$ cat config.mk
export PLATFORM = sky130hd
export DESIGN_NAME = pipe_rca
export DESIGN_NICKNAME = d
export VERILOG_FILES = /design/src/rtl/pipe_rca.sv
export SDC_FILE = /design/constraint.sdc
export NUM_CORES = 1
export LEC_CHECK = 0
export ABC_AREA = 1
export BUFFER_PORTS_ARGS = -buffer_cell sky130_fd_sc_hd__buf_2
export CELL_PAD_IN_SITES_DETAIL_PLACEMENT = 1
export CELL_PAD_IN_SITES_GLOBAL_PLACEMENT = 2
export CORE_ASPECT_RATIO = 2
export CORE_MARGIN = 2
export CORE_UTILIZATION = 31
export DETAILED_ROUTE_END_ITERATION = 16
export HOLD_SLACK_MARGIN = 0.08
export PLACE_DENSITY = 0.68
export SYNTH_ARGS = -nofsm -noshare
export SYNTH_HDL_FRONTEND = slang
export SYNTH_SLANG_ARGS = --single-unit
export TNS_END_PERCENT = 30
$ cat constraint.sdc
create_clock -name clk -period 4.7 [get_ports clk]
set_clock_uncertainty 0.05 [all_clocks]
set_input_delay 0.94 -clock clk [delete_from_list [all_inputs] [get_ports clk]]
set_output_delay 0.94 -clock clk [all_outputs]
set_load 0.01 [all_outputs]
$ cat src/rtl/pipe_rca.sv
// Pipelined ripple-carry adder/subtractor: the WIDTH-bit carry chain is cut into
// STAGES registered chunks, with a valid/ready handshake and global stall.
module pipe_rca #(
  parameter int WIDTH  = 16,
  parameter int STAGES = 4
) (
  input  logic             clk,
  input  logic             reset_n,
  input  logic             in_valid,
  output logic             in_ready,
  input  logic [WIDTH-1:0] in_a,
  input  logic [WIDTH-1:0] in_b,
  input  logic             in_cin,
  input  logic             in_sub,
  output logic             out_valid,
  input  logic             out_ready,
  output logic [WIDTH-1:0] out_sum,
  output logic             out_cout,
  output logic             out_ovf,
  output logic             busy
);

  localparam int CW = WIDTH / STAGES;

  logic             adv;
  logic [WIDTH-1:0] a_q   [STAGES];
  logic [WIDTH-1:0] a_d   [STAGES];
  logic [WIDTH-1:0] b_q   [STAGES];
  logic [WIDTH-1:0] b_d   [STAGES];
  logic [WIDTH-1:0] sum_q [STAGES];
  logic [WIDTH-1:0] sum_d [STAGES];
  logic [STAGES-1:0] c_q, c_d, v_q, v_d;
  logic             ovf_q, ovf_d;

  logic [WIDTH-1:0] a_in  [STAGES];
  logic [WIDTH-1:0] b_in  [STAGES];
  logic [WIDTH-1:0] s_in  [STAGES];
  logic [STAGES-1:0] c_in, v_in;
  logic [CW:0]      chunk [STAGES];

  assign adv = !v_q[STAGES-1] || out_ready;

  // Stage k consumes what stage k-1 registered; stage 0 consumes the port,
  // with B already inverted and the carry forced to 1 for subtraction.
  always_comb begin
    a_in[0] = in_a;
    b_in[0] = in_sub ? ~in_b : in_b;
    c_in[0] = in_sub | in_cin;
    s_in[0] = '0;
    v_in[0] = in_valid;
    for (int k = 1; k < STAGES; k++) begin
      a_in[k] = a_q[k-1];
      b_in[k] = b_q[k-1];
      c_in[k] = c_q[k-1];
      s_in[k] = sum_q[k-1];
      v_in[k] = v_q[k-1];
    end
  end

  always_comb begin
    ovf_d = ovf_q;
    for (int k = 0; k < STAGES; k++) begin
      chunk[k] = {1'b0, a_in[k][k*CW +: CW]} + {1'b0, b_in[k][k*CW +: CW]}
               + {{CW{1'b0}}, c_in[k]};
      a_d[k]   = a_q[k];
      b_d[k]   = b_q[k];
      sum_d[k] = sum_q[k];
      c_d[k]   = c_q[k];
      v_d[k]   = v_q[k];
      if (adv) begin
        a_d[k]   = a_in[k];
        b_d[k]   = b_in[k];
        sum_d[k] = s_in[k];
        sum_d[k][k*CW +: CW] = chunk[k][CW-1:0];
        c_d[k]   = chunk[k][CW];
        v_d[k]   = v_in[k];
      end
    end
    // Carry into the MSB is recovered from the MSB's own sum bit and operands.
    if (adv) begin
      ovf_d = chunk[STAGES-1][CW]
            ^ (a_in[STAGES-1][WIDTH-1] ^ b_in[STAGES-1][WIDTH-1] ^ chunk[STAGES-1][CW-1]);
    end
  end

  always_ff @(posedge clk or negedge reset_n) begin
    if (!reset_n) begin
      for (int k = 0; k < STAGES; k++) begin
        a_q[k]   <= '0;
        b_q[k]   <= '0;
        sum_q[k] <= '0;
      end
      c_q   <= '0;
      v_q   <= '0;
      ovf_q <= 1'b0;
    end else begin
      for (int k = 0; k < STAGES; k++) begin
        a_q[k]   <= a_d[k];
        b_q[k]   <= b_d[k];
        sum_q[k] <= sum_d[k];
      end
      c_q   <= c_d;
      v_q   <= v_d;
      ovf_q <= ovf_d;
    end
  end

  assign in_ready  = adv;
  assign out_valid = v_q[STAGES-1];
  assign out_sum   = sum_q[STAGES-1];
  assign out_cout  = c_q[STAGES-1];
  assign out_ovf   = ovf_q;
  assign busy      = |v_q;

endmodule

== Word level (Yosys, flattened, before mapping) ==
Index checks and enable logic that the tools add are counted.

* Flip-flop bits (word level): 145
* Input port bits: 38
* Output and inout port bits: 21
* Logic and storage cells: 30

* Add/subtract/negate cells: 8
* Mux-type cells: 1
* Bitwise logic cells: 5
* Reductions and logical operators: 3

{| class="wikitable"
|+ Operators by type and width
! cell !! count
|-
| adder 4 x 4 -> 5 bit || 4
|-
| adder 5 x 1 -> 5 bit || 4
|-
| two-way mux 16 bit || 1
|-
| NOT 16 bit || 1
|-
| OR reduction 4 bit || 1
|-
| bitwise XOR 1 bit || 3
|-
| logical NOT 1 bit || 1
|-
| logical OR 1 bit || 1
|-
| bitwise OR 1 bit || 1
|}

== Longest topological paths before layout ==
Gate-level depths: netlist of the first run.

* Depth in word-level cells: 4
* Gate-level depth with buffers: 10
* Depth with buffers taken out: 8

== Worst setup path after synthesis of the first run ==
Ideal clock, no wire load.

* Path type: input -> register
* Start: input port in_sub
* End: register c_q[0]
* Library setup time: 0.126 ns
* Data arrival time: 2.575 ns
* Required time: 4.524 ns
* Setup slack: 1.950 ns
* Stages on the path: 9
* Buffers on the path: 2
* Cell sequence: buf_6 -> buf_6 -> or2_2 -> fa_1 -> fa_1 -> nand2_1 -> inv_1 -> o21ai_0 -> a21oi_1

* Longest elaborated chain between the ends: 3
* Elaborated cells on any way between the ends: 4
* Classes of those cells: 2 x add/sub; 1 x mux; 1 x bitwise

{| class="wikitable"
|+ Ends and longest elaborated chain
! item !! RTL line !! RTL
|-
| start: declaration || 14 || <nowiki>input logic in_sub,</nowiki>
|-
| two-way mux 16 bit || 47 || <nowiki>b_in[0] = in_sub ? ~in_b : in_b;</nowiki>
|-
| adder 4 x 4 -> 5 bit || 63 || <nowiki>chunk[k] = {1'b0, a_in[k][k*CW +: CW]} + {1'b0, b_in[k][k*CW +: CW]}</nowiki>
|-
| adder 5 x 1 -> 5 bit (*) || 64 || <nowiki>+ {{CW{1'b0}}, c_in[k]};</nowiki>
|-
| end signal: assignment || 93 || <nowiki>c_q <= '0;</nowiki>
|-
| end signal: assignment || 102 || <nowiki>c_q <= c_d;</nowiki>
|-
| end: declaration || 32 || <nowiki>logic [STAGES-1:0] c_q, c_d, v_q, v_d;</nowiki>
|}

Mark *: on every way between the ends. The rest lies on a longest branch, timed or not.
A chain may end at the register's enable or synchronous reset.

== Final worst setup path of the first run ==
* Start: input port out_ready
* End: output port in_ready

* Longest elaborated chain between the ends: 1

{| class="wikitable"
|+ Ends and longest elaborated chain
! item !! RTL line !! RTL
|-
| start: declaration || 16 || <nowiki>input logic out_ready,</nowiki>
|-
| logical OR 1 bit || 41 || <nowiki>assign adv = !v_q[STAGES-1] || out_ready;</nowiki>
|-
| end: declaration || 10 || <nowiki>output logic in_ready,</nowiki>
|}

Every way passes these cells.

==> results.py, run 1 <==
metrics = {
    "power": {
        "finalPower_uw": 3310,
        "power_density_nw_per_um2": 651,
        "clkPwrFrac_pct": 22.9,
        "p_sw_uw": 1240,
        "p_leak_uw": 0.00259,
        "p_sw_share_pct": 37.3,
        "p_comb_share_pct": 34.9,
        "power_frac_seq_pct": 42.1,
        "p_int_uw": 2070,
        "ir_worst_vdd_uv": 230,
    },
    "worst_setup_path": {
        "path_class": "in2out",
        "reg2reg_depth": 8,
        "cp-end-kind": "output pin",
        "arrival_ns": 1.63,
        "crit_path_start_kind": "input port",
        "crit_required_ns": 3.71,
        "cp_max_fo": 30,
        "worstReg2RegStart": "a_in[12]",
        "r2r_slack_ns": 2.76,
        "reg2reg_to": "out_ovf",
    },
    "sta": {
        "setup_viol": 0,
        "finalSetupTns_ns": 0,
        "final_max_slew_viol_count": 0,
        "rsz0062_at_grt": "false",
        "final.period_utilization_pct": 55.8,
        "tightestPinTransition_ns": 1.06,
        "hold_viol": 0,
        "setup_slack_ns": 2.08,
        "finalCriticalPeriod_ns": 2.62,
        "max_freq_mhz": 381,
        "relSlewSlack_pct": 29.5,
    },
    "clock_tree": {
        "cts_made_buffers": 9,
        "hold_buffers": 0,
        "clkLatencyLatePin_ns": 0.34,
        "cts_tree": "yes",
        "cts_resized": 0,
        "clkTransAtPathRegs_ns": 0.07,
        "cts_root_buffer": "clkbuf_16",
        "clk_path_buf_depth": 2,
        "cts_max_level": 3,
        "clkSinkCount": 97,
        "post_cts_buffers": 0,
    },
    "floorplanning": {
        "fp-row-count": 61,
        "start_util_pct": 31.8,
        "die_y_um": 173,
        "core_um2": 13900,
        "io_pins": 59,
        "fp.dieW_um": 88.5,
        "dieArea_um2": 15300,
    },
    "detailed_routing": {
        "routed-via-count": 3182,
        "drt_iter0_drc": 171,
        "wl_per_cell_um": 12.7,
        "drc": 0,
        "avgViaCountPerCell": 4.42,
        "drt_wl_total_um": 9170,
        "ant_nets": 0,
        "firstDrtPassIters": 4,
    },
    "hold_path": {
        "min_from": "s_in[35]",
        "min_path_type": "reg2reg",
        "worstHoldEndpoint": "s_in[19]",
        "hold_depth": 2,
    },
    "place": {
        "port_buffers": 58,
        "placed_cell_area_um2": 4770,
        "place_congestion": 0.733,
        "post-place-ws_ns": 1.75,
        "dpl.hpwl_um": 6080,
    },
    "cells_and_area": {
        "layout.nets": 584,
        "syn_to_final_growth_pct": 14.9,
        "drive_gt1_share_pct": 16.6,
        "n_antenna_cell": 0,
        "layout_common_cells": "202 x nand2_1, 97 x dfrtp_1, 57 x buf_2, 43 x o21ai_0, 28 x inv_1",
        "final_common_cell": "nand2_1",
        "fin_area_um2": 5080,
    },
    "global_route": {
        "grt_antenna_before_repair": 0,
        "grt_pass1_wl_um": 16200,
        "first_global_vias": 3420,
        "grt_start_max_net_pins": 112,
        "track_usage_pct": 13.3,
        "gr-total-overflow": 0,
    },
    "synthesis": {
        "syn_area_per_cell_um2": 9.27,
        "postSynthCellCount": 477,
        "syn_area_um2": 4420,
        "ys_ff_latch": 97,
        "yosysUniqueCellTypes": 22,
        "ys_warn_count": 0,
        "yosysSeqAreaShare_pct": 54.9,
        "synth_nets": 535,
    },
    "status": {
        "outcome": "finished clean",
    },
    "flow_run": {
        "drv_cap": 0,
    },
}
## layout make-up
cell class / instances / area, um^2
clock buffer: 9 / 225
clock inverter: 7 / 83.8
fill: 1705 / 8810
inverter: 29 / 109
multi-input combinational: 328 / 1680
sequential: 97 / 2430
tap: 189 / 236
timing repair buffer: 61 / 315
## power by group through the flow
| stage | clock, uW | sequential, uW | combinational (uW) |
|---|---|---|---|
| CTS | 791 | 1400 | 1200 |
| global placement | 0 | 1410 | 1140 |
| finish | 758 | 1390 | 1160 |
| global route | 825 | 1440 | 1380 |
| detailed placement | 0 | 1420 | 1180 |
| floorplan | 0 | 1410 | 865 |
## state kept, by name, summed over array words and instances, names as in the netlist
name / flops
a_in: 24
b_in: 24
s_in: 24
out_sum: 16
c_q: 4
v_q: 4
out_ovf: 1
## worst max path at each step
stage | startpoint | endpoint | slack [ns] | cells past startpoint
after CTS | out_ready | in_ready | 2.07 | 4
after detailed placement | in_sub | c_q[0] | 1.75 | 8
after global routing | in_sub | s_in[34] | 2.01 | 7
after floorplan | in_sub | c_q[0] | 1.95 | 9
after global placement | in_sub | c_q[0] | 1.83 | 8
final | out_ready | in_ready | 2.08 | 4
## critical path, stage by stage
cell	delay, ns
buf_2	0.10
nor2_4	0.04
inv_2	0.33
buf_2	0.22
## cell usage after synthesis
cell | count | area [um^2]
or2_2 | 3 | 18.8
o31ai_1 | 2 | 15.0
o21ai_2 | 6 | 52.6
nand2_1 | 202 | 758
xnor2_1 | 12 | 105
clkbuf_1 | 1 | 3.75
nand3_1 | 14 | 70.1
xor2_1 | 4 | 35.0
fa_1 | 8 | 160
ha_1 | 12 | 150
nand3b_1 | 1 | 7.51
dfrtp_1 | 97 | 2430
nand4_1 | 1 | 6.26
a21oi_1 | 6 | 30.0
nor2_4 | 1 | 11.3
o21ai_0 | 43 | 215
buf_6 | 11 | 124
inv_1 | 28 | 105
inv_2 | 1 | 3.75
buf_2 | 3 | 15.0
nor2_1 | 13 | 48.8
buf_4 | 8 | 60.1
## routing by layer
layer	routed length [um]	global-route usage [%]	vias up
li1	-	-	1585
met4	149	4.86	0
met1	3970	17.3	1543
met3	259	2.24	8
met5	0	0	-
met2	4790	21.9	46
## cells by family (layout without fill, tap and decap cells)
group | count (synthesis) | in the layout | synth area share, %
AND/OR/NAND/NOR | 235 | 235 | 20.8
flip-flops | 97 | 97 | 54.9
buffers and inverters | 52 | 106 | 7.04
AO/OA/AOI/OAI | 57 | 57 | 7.07
adder cells (fa/ha/maj) | 20 | 20 | 7.02
XOR/XNOR | 16 | 16 | 3.17
## metrics by stage
| stage | hold WS, ns | util [%] | instances |
|---|---|---|---|
| after global placement | 0.403 | 34.4 | 704 |
| after CTS | 0.420 | 36.6 | 720 |
| after detailed placement | 0.407 | 34.4 | 704 |
| after floorplan | 0.392 | - | 477 |
| after global routing | 0.440 | 36.6 | 720 |
| final | 0.418 | 36.6 | 720 |
Power figures use the tool's default switching activity.
==> inputs of run 2 (changes only) <==
--- a/config.mk
+++ b/config.mk
@@ -14,7 +14,7 @@
 export CORE_UTILIZATION = 31
 export DETAILED_ROUTE_END_ITERATION = 16
 export HOLD_SLACK_MARGIN = 0.08
-export PLACE_DENSITY = 0.68
+export PLACE_DENSITY = 0.71
 export SYNTH_ARGS = -nofsm -noshare
 export SYNTH_HDL_FRONTEND = slang
 export SYNTH_SLANG_ARGS = --single-unit
==> constraint.sdc (replaced) <==
create_clock -name clk -period 2.3 [get_ports clk]
set_clock_uncertainty 0.05 [all_clocks]
set_input_delay 0.46 -clock clk [delete_from_list [all_inputs] [get_ports clk]]
set_output_delay 0.46 -clock clk [all_outputs]
set_load 0.01 [all_outputs]
==> run 2 against run 1 <==
Largest cell class unchanged; sequential power rose by 110%; utilization increased by 0.45 points; largest power group unchanged; worst setup slack worse by 1.7 ns; count of clock-buffer cells in the layout grew 1; cell count up 0.83%; critical path depth up 4; non-clock buffer count rose by 6; register-to-register slack got worse by 2.4 ns.
==> results.py, run 2 (synthesis results as in run 1) <==
metrics = {
    "detailed_routing": {
        "ant_nets": 0,
        "wl_per_cell_um": 12.7,
        "drc": 0,
        "drt_wl_total_um": 9240,
        "drt_iter0_drc": 115,
        "routed-via-count": 3161,
        "firstDrtPassIters": 3,
        "avgViaCountPerCell": 4.35,
    },
    "cells_and_area": {
        "syn_to_final_growth_pct": 16.3,
        "final_common_cell": "nand2_1",
        "layout.area.seq_um2": 2430,
        "multiInputGateArea_um2": 1680,
        "drive_gt1_share_pct": 17.3,
        "layout.nets": 590,
        "layout_common_cells": "202 x nand2_1, 97 x dfrtp_1, 57 x buf_2, 43 x o21ai_0, 28 x inv_1",
        "fin_area_um2": 5140,
        "n_antenna_cell": 0,
        "nFillCells": 1706,
    },
    "worst_setup_path": {
        "cp-startpoint": "a_in[12]",
        "r2r_slack_ns": 0.38,
        "cp_max_fo": 3,
        "arrival_ns": 2.11,
        "reg2reg_to": "out_ovf",
        "cp-end-kind": "flop",
        "path_class": "reg2reg",
        "reg2reg_depth": 8,
        "critPathCapture": "out_ovf",
        "crit_required_ns": 2.49,
        "crit_path_start_kind": "flop",
        "worstReg2RegStart": "a_in[12]",
    },
    "global_route": {
        "grt_pass1_wl_um": 16600,
        "track_usage_pct": 13.6,
        "gr-total-overflow": 0,
        "grt_antenna_before_repair": 0,
        "first_global_vias": 3543,
        "grt_start_max_net_pins": 100,
    },
    "clock_tree": {
        "cts_resized": 0,
        "cts_root_buffer": "clkbuf_16",
        "clk_path_buf_depth": 2,
        "clkLatencyLatePin_ns": 0.34,
        "clkTransAtPathRegs_ns": 0.07,
        "post_cts_buffers": 0,
        "cts_tree": "yes",
        "cts_made_buffers": 9,
        "clkSinkCount": 97,
        "cts_max_level": 3,
    },
    "floorplanning": {
        "start_util_pct": 31.8,
        "die_y_um": 173,
        "core_um2": 13900,
        "dieArea_um2": 15300,
        "fp-row-count": 61,
        "io_pins": 59,
        "fp.dieW_um": 88.5,
    },
    "sta": {
        "max_freq_mhz": 521,
        "tightestPinTransition_ns": 0.417,
        "finalCriticalPeriod_ns": 1.92,
        "setup_viol": 0,
        "final.period_utilization_pct": 83.5,
        "finalSetupTns_ns": 0,
        "final_max_slew_viol_count": 0,
        "rsz0062_at_grt": "false",
        "hold_viol": 0,
        "relSlewSlack_pct": 72.2,
    },
    "place": {
        "placed_cell_area_um2": 4850,
        "dpl.hpwl_um": 6450,
        "port_buffers": 58,
        "place_congestion": 0.776,
    },
    "power": {
        "ir_worst_vdd_uv": 456,
        "power_density_nw_per_um2": 1310,
        "p_leak_uw": 0.00262,
    },
    "hold_path": {
        "min_path_type": "in2reg",
    },
    "flow_run": {
        "drv_cap": 0,
    },
    "status": {
        "outcome": "finished clean",
    },
}
==> run 2: what timing repair did <==
| action | CTS | global route |
|---|---|---|
| endpoints found under the hold margin | 28 | 0 |
| endpoints found under the setup margin | 0 | 0 |
| hold buffers | 1 | 0 |
==> run 2: through the flow <==
step / utilization, % / hold WS (ns) / cells / setup slack, ns / power, uW
5_1_grt: 37.0 / 0.263 / 726 / 0.257 / 7440
3_3_place_gp: 34.9 / 0.374 / 709 / 0.0844 / 5260
2_1_floorplan: - / 0.114 / 477 / 0.0297 / 4650
6_report: 37.0 / 0.255 / 726 / 0.379 / 6730
3_5_place_dp: 34.9 / 0.381 / 709 / 0.00917 / 5400
4_1_cts: 37.0 / 0.243 / 726 / 0.365 / 6900
==> run 2: critical path: stages, from the launching register on <==
cell and delay [ns]:
dfrtp_1 0.40, fa_1 0.49, fa_1 0.43, nand2_1 0.11, nand2_1 0.06, nand2_1 0.07
nand2_1 0.06, nand3_1 0.08, nand2_1 0.05
==> run 2: power by group <==
group          internal (uW)  switching (uW)  total, uW
logic                    950            1480       2430
registers               2460             400       2860
clock network            775             669       1440
total                   4180            2550       6730
==> run 2: cell type report <==
type | count | area share (%)
clock buffer | 10 | 4.65
multi-input combinational | 328 | 32.7
inverter | 29 | 2.12
tap | 189 | 4.60
clock inverter | 6 | 0.924
sequential | 97 | 47.2
timing repair buffer | 67 | 7.78
==> run 2: worst min-delay path by stage <==
stage               depth (start not counted)      from       end
floorplan                                   0   reset_n  a_in[12]
global placement                            1   reset_n  a_in[47]
detailed placement                          1   reset_n  a_in[47]
CTS                                         3  in_a[12]  a_in[44]
global route                                3   in_a[9]  a_in[41]
finish                                      3  in_a[12]  a_in[44]
==> run 2: layer usage <==
metal | wire length (um) | track usage (%) | vias up
li1 | - | - | 1594
met1 | 4030 | 17.0 | 1520
met2 | 4780 | 22.9 | 38
met3 | 275 | 2.48 | 9
met4 | 163 | 4.92 | 0
met5 | 0 | 0 | -
